[src/rtl/div_pkg.sv]
// Purpose : shared constants for the EX-side divide handshake and the restoring step helpers.
// Latency : n/a (constants and pure functions only).
// Backpressure: n/a.
package div_pkg;

    // Bus widths shared with EX.
    localparam int REG_BUS        = 32;
    localparam int DOUBLE_REG_BUS = 64;
    localparam logic [REG_BUS-1:0] ZERO_WORD = 32'h0000_0000;

    // Divider FSM encodings (must stay identical to the EX-side copies).
    localparam logic [1:0] DIV_FREE    = 2'b00;
    localparam logic [1:0] DIV_BY_ZERO = 2'b01;
    localparam logic [1:0] DIV_ON      = 2'b10;
    localparam logic [1:0] DIV_END     = 2'b11;

    // Handshake levels.
    localparam logic DIV_RESULT_READY     = 1'b1;
    localparam logic DIV_RESULT_NOT_READY = 1'b0;
    localparam logic DIV_START            = 1'b1;
    localparam logic DIV_STOP             = 1'b0;

    // Magnitude of an operand; only negative values of a signed divide are flipped.
    function automatic logic [REG_BUS-1:0] op_mag(input logic [REG_BUS-1:0] v,
                                                  input logic            is_signed);
        return (is_signed && v[REG_BUS-1]) ? (~v + 32'd1) : v;
    endfunction

    // One restoring-division step. The partial remainder lives in [63:32], the
    // not-yet-consumed dividend bits in [31:0]; quotient bits shift in at bit 0.
    function automatic logic [DOUBLE_REG_BUS-1:0] restore_step(
            input logic [DOUBLE_REG_BUS-1:0] dvd,
            input logic [REG_BUS-1:0]        dvs);
        logic [REG_BUS:0] diff;
        diff = dvd[63:31] - {1'b0, dvs};
        // diff[32] set means the trial subtraction went negative: restore.
        if (diff[REG_BUS])
            return {dvd[62:0], 1'b0};
        else
            return {diff[31:0], dvd[30:0], 1'b1};
    endfunction

endpackage

[src/rtl/div.sv]
// Purpose : multi-cycle 32-bit signed/unsigned restoring divider answering the EX divide request.
// Latency : ready_o rises 33 edges after start is accepted (1 edge for divide-by-zero).
// Backpressure: result is held while start_i stays high; dropping start_i releases it.
//
// Ports:
//   clk          pipeline clock, rising edge
//   rst          asynchronous active-high reset
//   signed_div_i 1 = signed divide, 0 = unsigned
//   opdata1_i    dividend (sampled only on acceptance)
//   opdata2_i    divisor  (sampled only on acceptance)
//   start_i      1 requests / holds an operation, 0 releases it
//   annul_i      flush; aborts an in-flight divide and blocks acceptance
//   result_o     {remainder, quotient}, registered
//   ready_o      result_o valid, registered
module div
    import div_pkg::*;
(
    input  logic                      clk,
    input  logic                      rst,
    input  logic                      signed_div_i,
    input  logic [REG_BUS-1:0]        opdata1_i,
    input  logic [REG_BUS-1:0]        opdata2_i,
    input  logic                      start_i,
    input  logic                      annul_i,
    output logic [DOUBLE_REG_BUS-1:0] result_o,
    output logic                      ready_o
);

    logic [1:0]                state_q,    state_d;
    logic [5:0]                cnt_q,      cnt_d;
    logic [DOUBLE_REG_BUS-1:0] dividend_q, dividend_d;
    logic [REG_BUS-1:0]        divisor_q,  divisor_d;
    logic                      op1_neg_q,  op1_neg_d;
    logic                      op2_neg_q,  op2_neg_d;
    logic [DOUBLE_REG_BUS-1:0] result_q,   result_d;
    logic                      ready_q,    ready_d;

    logic [REG_BUS-1:0] quo_fix;
    logic [REG_BUS-1:0] rem_fix;

    // Sign fixup uses the operand signs captured at acceptance, never the live inputs.
    always_comb begin
        quo_fix = (op1_neg_q ^ op2_neg_q) ? (~dividend_q[31:0] + 32'd1) : dividend_q[31:0];
        rem_fix = op1_neg_q ? (~dividend_q[63:32] + 32'd1) : dividend_q[63:32];
    end

    always_comb begin
        state_d    = state_q;
        cnt_d      = cnt_q;
        dividend_d = dividend_q;
        divisor_d  = divisor_q;
        op1_neg_d  = op1_neg_q;
        op2_neg_d  = op2_neg_q;
        result_d   = result_q;
        ready_d    = ready_q;

        case (state_q)
            DIV_FREE: begin
                result_d = '0;
                ready_d  = DIV_RESULT_NOT_READY;
                if (start_i == DIV_START && !annul_i) begin
                    if (opdata2_i == ZERO_WORD) begin
                        state_d = DIV_BY_ZERO;
                    end else begin
                        state_d    = DIV_ON;
                        cnt_d      = 6'd0;
                        dividend_d = {ZERO_WORD, op_mag(opdata1_i, signed_div_i)};
                        divisor_d  = op_mag(opdata2_i, signed_div_i);
                        op1_neg_d  = signed_div_i & opdata1_i[REG_BUS-1];
                        op2_neg_d  = signed_div_i & opdata2_i[REG_BUS-1];
                    end
                end
            end

            DIV_BY_ZERO: begin
                // Divide-by-zero reports a zero result rather than trapping.
                state_d    = DIV_END;
                dividend_d = '0;
                result_d   = '0;
                ready_d    = DIV_RESULT_READY;
            end

            DIV_ON: begin
                if (annul_i) begin
                    state_d  = DIV_FREE;
                    result_d = '0;
                    ready_d  = DIV_RESULT_NOT_READY;
                end else if (cnt_q < 6'd32) begin
                    dividend_d = restore_step(dividend_q, divisor_q);
                    cnt_d      = cnt_q + 6'd1;
                end else begin
                    state_d    = DIV_END;
                    dividend_d = {rem_fix, quo_fix};
                    result_d   = {rem_fix, quo_fix};
                    ready_d    = DIV_RESULT_READY;
                end
            end

            DIV_END: begin
                result_d = dividend_q;
                ready_d  = DIV_RESULT_READY;
                if (start_i == DIV_STOP) begin
                    state_d  = DIV_FREE;
                    result_d = '0;
                    ready_d  = DIV_RESULT_NOT_READY;
                end
            end

            default: begin
                state_d  = DIV_FREE;
                result_d = '0;
                ready_d  = DIV_RESULT_NOT_READY;
            end
        endcase
    end

    always_ff @(posedge clk or posedge rst) begin
        if (rst) begin
            state_q    <= DIV_FREE;
            cnt_q      <= 6'd0;
            dividend_q <= '0;
            divisor_q  <= '0;
            op1_neg_q  <= 1'b0;
            op2_neg_q  <= 1'b0;
            result_q   <= '0;
            ready_q    <= DIV_RESULT_NOT_READY;
        end else begin
            state_q    <= state_d;
            cnt_q      <= cnt_d;
            dividend_q <= dividend_d;
            divisor_q  <= divisor_d;
            op1_neg_q  <= op1_neg_d;
            op2_neg_q  <= op2_neg_d;
            result_q   <= result_d;
            ready_q    <= ready_d;
        end
    end

    assign result_o = result_q;
    assign ready_o  = ready_q;

endmodule

[config.mk]
export PLATFORM = sky130hd
export DESIGN_NAME = div
export DESIGN_NICKNAME = d
export VERILOG_FILES = /design/src/rtl/div_pkg.sv /design/src/rtl/div.sv
export SDC_FILE = /design/constraint.sdc
export NUM_CORES = 1
export LEC_CHECK = 0
export CORE_UTILIZATION = 55
export CTS_BUF_LIST = sky130_fd_sc_hd__clkbuf_4 sky130_fd_sc_hd__clkbuf_8
export DETAILED_ROUTE_END_ITERATION = 8
export HOLD_SLACK_MARGIN = 0.08
export PLACE_DENSITY = 0.84
export SLEW_MARGIN = 20
export SYNTH_ARGS = -nofsm -noshare
export SYNTH_HDL_FRONTEND = slang
export SYNTH_SLANG_ARGS = --single-unit
[constraint.sdc]
create_clock -name clk -period 7.9 [get_ports clk]
set_clock_uncertainty 0.15 [all_clocks]
set_input_delay 1.58 -clock clk [delete_from_list [all_inputs] [get_ports clk]]
set_output_delay 1.58 -clock clk [all_outputs]
set_load 0.05 [all_outputs]
==> impl_metrics.tcl <==
set metrics [dict create \
    maxCapViolations 0 \
    fin_tns_setup_ps 0 \
    clock_path_buffers 2 \
    gp_congestion 0.932 \
    rsz0062_at_grt "false" \
    arrival_ps 4990 \
    drt-total-wl_mm 38.5 \
    cp.required_ps 8100 \
    async_flop_share_pct 100 \
    tritoncts "built" \
    fill_cells 2038 \
    min_path_type "register to register" \
    path_clk_slew_ps 90 \
    drt-initial-drc-count 1701 \
    ir_drop_mv 0.242 \
    cp_max_fo 25 \
    hold_viol 0 \
    synth_nets 1840 \
    yosysSeqAreaShare_pct 32.6 \
    core_region_area_um2 23500 \
    final_util_pct 63.6 \
    layout_min_cycle_time_ps 4790 \
    synth_flop_cell "dfrtp_1" \
    final_antenna_net_count 0 \
    max_stage_delay_ps 680 \
    dr.pass1.iters 9 \
    finalCritPeriodShare_pct 60.6 \
    wire_per_inst_um 18.4 \
    slew_violations 0 \
    portBuffers 133 \
    violations "design-rule violations" \
    hpwl_mm 27.8 \
    slowest_stage "nand2_1" \
    startpoint_type "input port" \
    p_leak_uw 0.00603 \
    slew_headroom_pct 36.5 \
    pin_count 134 \
    syn_inst 1728 \
    viasPerCell 6.35 \
    end_kind "register" \
    dieArea_um2 24500 \
    cts_resized 0 \
    post-cts-setup-buffers 0 \
    synth_area_um2 13100 \
    dr_total_vias 13300 \
    clock_sink_count 171 \
    area_growth_pct 13.7 \
    max_freq_mhz 209 \
    drc 1 \
    overflow 0 \
    setup_viol 0 \
    die_y_um 157 \
    powerDensity_nw_per_um2 472 \
    antenna_found_initial 1 \
    worstPathCellList "clkdlybuf4s50_1 > or4_4 > nor4_4 > nand4_4 > o41ai_4 > a211oi_2 > nand2_1 > a2111oi_0 > a31oi_1 > nand3_1" \
    dp.cells 2058 \
    ys_ff_latch 171 \
    grt_max_degree 99 \
    first_global_vias 11600 \
    rows 56 \
    seqCellArea_um2 4280 \
    yosysWarnings 0 \
    syn-mean-instance-area_um2 7.60 \
    cts_buffers 17 \
    clkLatencyLatePin_ps 470 \
    start_util_pct 55.9 \
    status "finished, violations left" \
    finalPower_uw 7060 \
    gr-usage-all-layers_pct 32.0 \
    layout.nets 1870 \
    holdBufCountCts 0 \
    synth-edff-count 0 \
    netlist-cell-type-count 77 \
    multi_input_area_um2 8140 \
    clockRootBuffer "clkbuf_8" \
    h-tree-depth 4 \
    crit_type "input port to register" \
    grt_first_pass_wirelength_mm 61.6 \
    worstMarginPinSlew_ps 952 \
    chipWidth_um 157 \
    fin_cells 2091 \
    hold_ws_ps 332 \
    drive_gt1_share_pct 4.57 \
]
cell type report:
cell class	instances	area share (%)
clock inverter	10	1.11
sequential	171	28.7
antenna	1	0.0168
inverter	58	1.49
clock buffer	22	1.86
tap	319	2.67
multi-input combinational	1361	54.5
timing repair buffer	149	9.72
cells by family after synthesis:
family | Yosys count | share of synthesized area, %
AO/OA/AOI/OAI | 619 | 28.4
XOR/XNOR | 113 | 7.59
AND/OR/NAND/NOR | 568 | 20.0
multiplexers | 18 | 1.42
buffers and inverters | 196 | 5.85
adder cells (fa/ha/maj) | 43 | 4.15
flip-flops | 171 | 32.6
registers in the layout, indices dropped and copies added (netlist names):
| register | cells |
|---|---|
| cnt_q | 6 |
| state_q | 2 |
| divisor_q | 32 |
| op1_neg_q | 1 |
| dividend_q | 64 |
| result_o | 64 |
| op2_neg_q | 1 |
| ready_o | 1 |
placed cells by master (no fill, tap or decap), types with 11 or more instances in the layout:
cell             synthesis  routed
a31oi_1                 20      20
or3_1                   17      17
o21a_1                  21      21
mux2i_1                 13      13
nor3_1                  73      73
a21o_1                  18      18
a22o_1                  14      14
a21oi_1                166     165
xor2_1                  51      51
nor4_1                  19      19
o21ai_1                 11      11
xnor2_1                 61      60
inv_1                   57      56
clkdlybuf4s50_1          0     133
a22oi_1                 23      23
o31ai_1                 16      16
o21ai_0                234     234
clkbuf_8                 0      18
o211ai_1                12      12
nand2_1                207     207
or4_1                   14      14
nand3_1                 23      23
o221ai_1                23      23
nor2_1                 153     152
buf_4                    0      16
dfrtp_1                171     170
nand2b_1                17      16
ha_1                    42      42
synth_stat cells (3+ instances only):
| master | n | area share, % |
|---|---|---|
| a211oi_1 | 6 | 0.34 |
| a21o_1 | 18 | 1.0 |
| a21oi_1 | 166 | 6.3 |
| a22o_1 | 14 | 0.93 |
| a22oi_1 | 23 | 1.3 |
| a31o_2 | 3 | 0.20 |
| a31oi_1 | 20 | 0.95 |
| a32oi_1 | 7 | 0.47 |
| and2_1 | 7 | 0.33 |
| and4_1 | 3 | 0.20 |
| buf_1 | 8 | 0.23 |
| buf_2 | 19 | 0.72 |
| clkbuf_1 | 109 | 3.1 |
| dfrtp_1 | 171 | 33 |
| ha_1 | 42 | 4.0 |
| inv_1 | 57 | 1.6 |
| mux2_2 | 5 | 0.43 |
| mux2i_1 | 13 | 0.99 |
| nand2_1 | 207 | 5.9 |
| nand2b_1 | 17 | 0.81 |
| nand3_1 | 23 | 0.88 |
| nand4_1 | 7 | 0.33 |
| nor2_1 | 153 | 4.4 |
| nor2b_1 | 7 | 0.33 |
| nor3_1 | 73 | 2.8 |
| nor3b_1 | 5 | 0.29 |
| nor4_1 | 19 | 0.91 |
| o211ai_1 | 12 | 0.69 |
| o21a_1 | 21 | 1.2 |
| o21ai_0 | 234 | 8.9 |
| o21ai_1 | 11 | 0.42 |
| o21bai_1 | 4 | 0.23 |
| o221ai_1 | 23 | 1.5 |
| o22ai_1 | 4 | 0.19 |
| o31ai_1 | 16 | 0.91 |
| o41ai_1 | 9 | 0.60 |
| or2_2 | 3 | 0.14 |
| or3_1 | 17 | 0.81 |
| or4_1 | 14 | 0.80 |
| xnor2_1 | 61 | 4.1 |
| xor2_1 | 51 | 3.4 |
worst max-delay path, delay by kind of cell:
family,cells,cell delay (ps)
buffers and inverters,1,470
AOI/OAI and AO/OA,4,1060
and+or+nand+nor,5,1860
power breakdown:
part,internal (uW),switching [uW]
sequential,1200,510
combinational,1620,3020
clock,368,339
final timing paths:
path | from | endpoint | slack (ps) | cells past startpoint
worst max register to register | dividend_q[42] | dividend_q[59] | 3900 | 12
worst max-delay path | opdata2_i[13] | dividend_q[61] | 3110 | 10
worst min-delay path | result_o[11] | result_o[11] | 330 | 2
min in group asynchronous | rst | result_o[60] | 1510 | 2
max in group asynchronous | rst | cnt_q[5] | 4570 | 3
worst min register to register | result_o[11] | result_o[11] | 330 | 2
stage by stage:
step                      instance area [um^2]  setup slack (ps)
final                                    14900              3110
after global routing                     14900              2930
after CTS                                14900              3190
after detailed placement                 14500              2730
after global placement                   14500              2730
after floorplan                          13100              1540
layer usage:
metal  up-vias  GRT usage, %  wire length, um
met3        62          7.92             4650
met4         0          8.59              641
li1       6255             -                -
met5         -             0                0
met1      6180          49.8            17700
met2       788          43.2            15500
(Power assumes the default switching activity.)
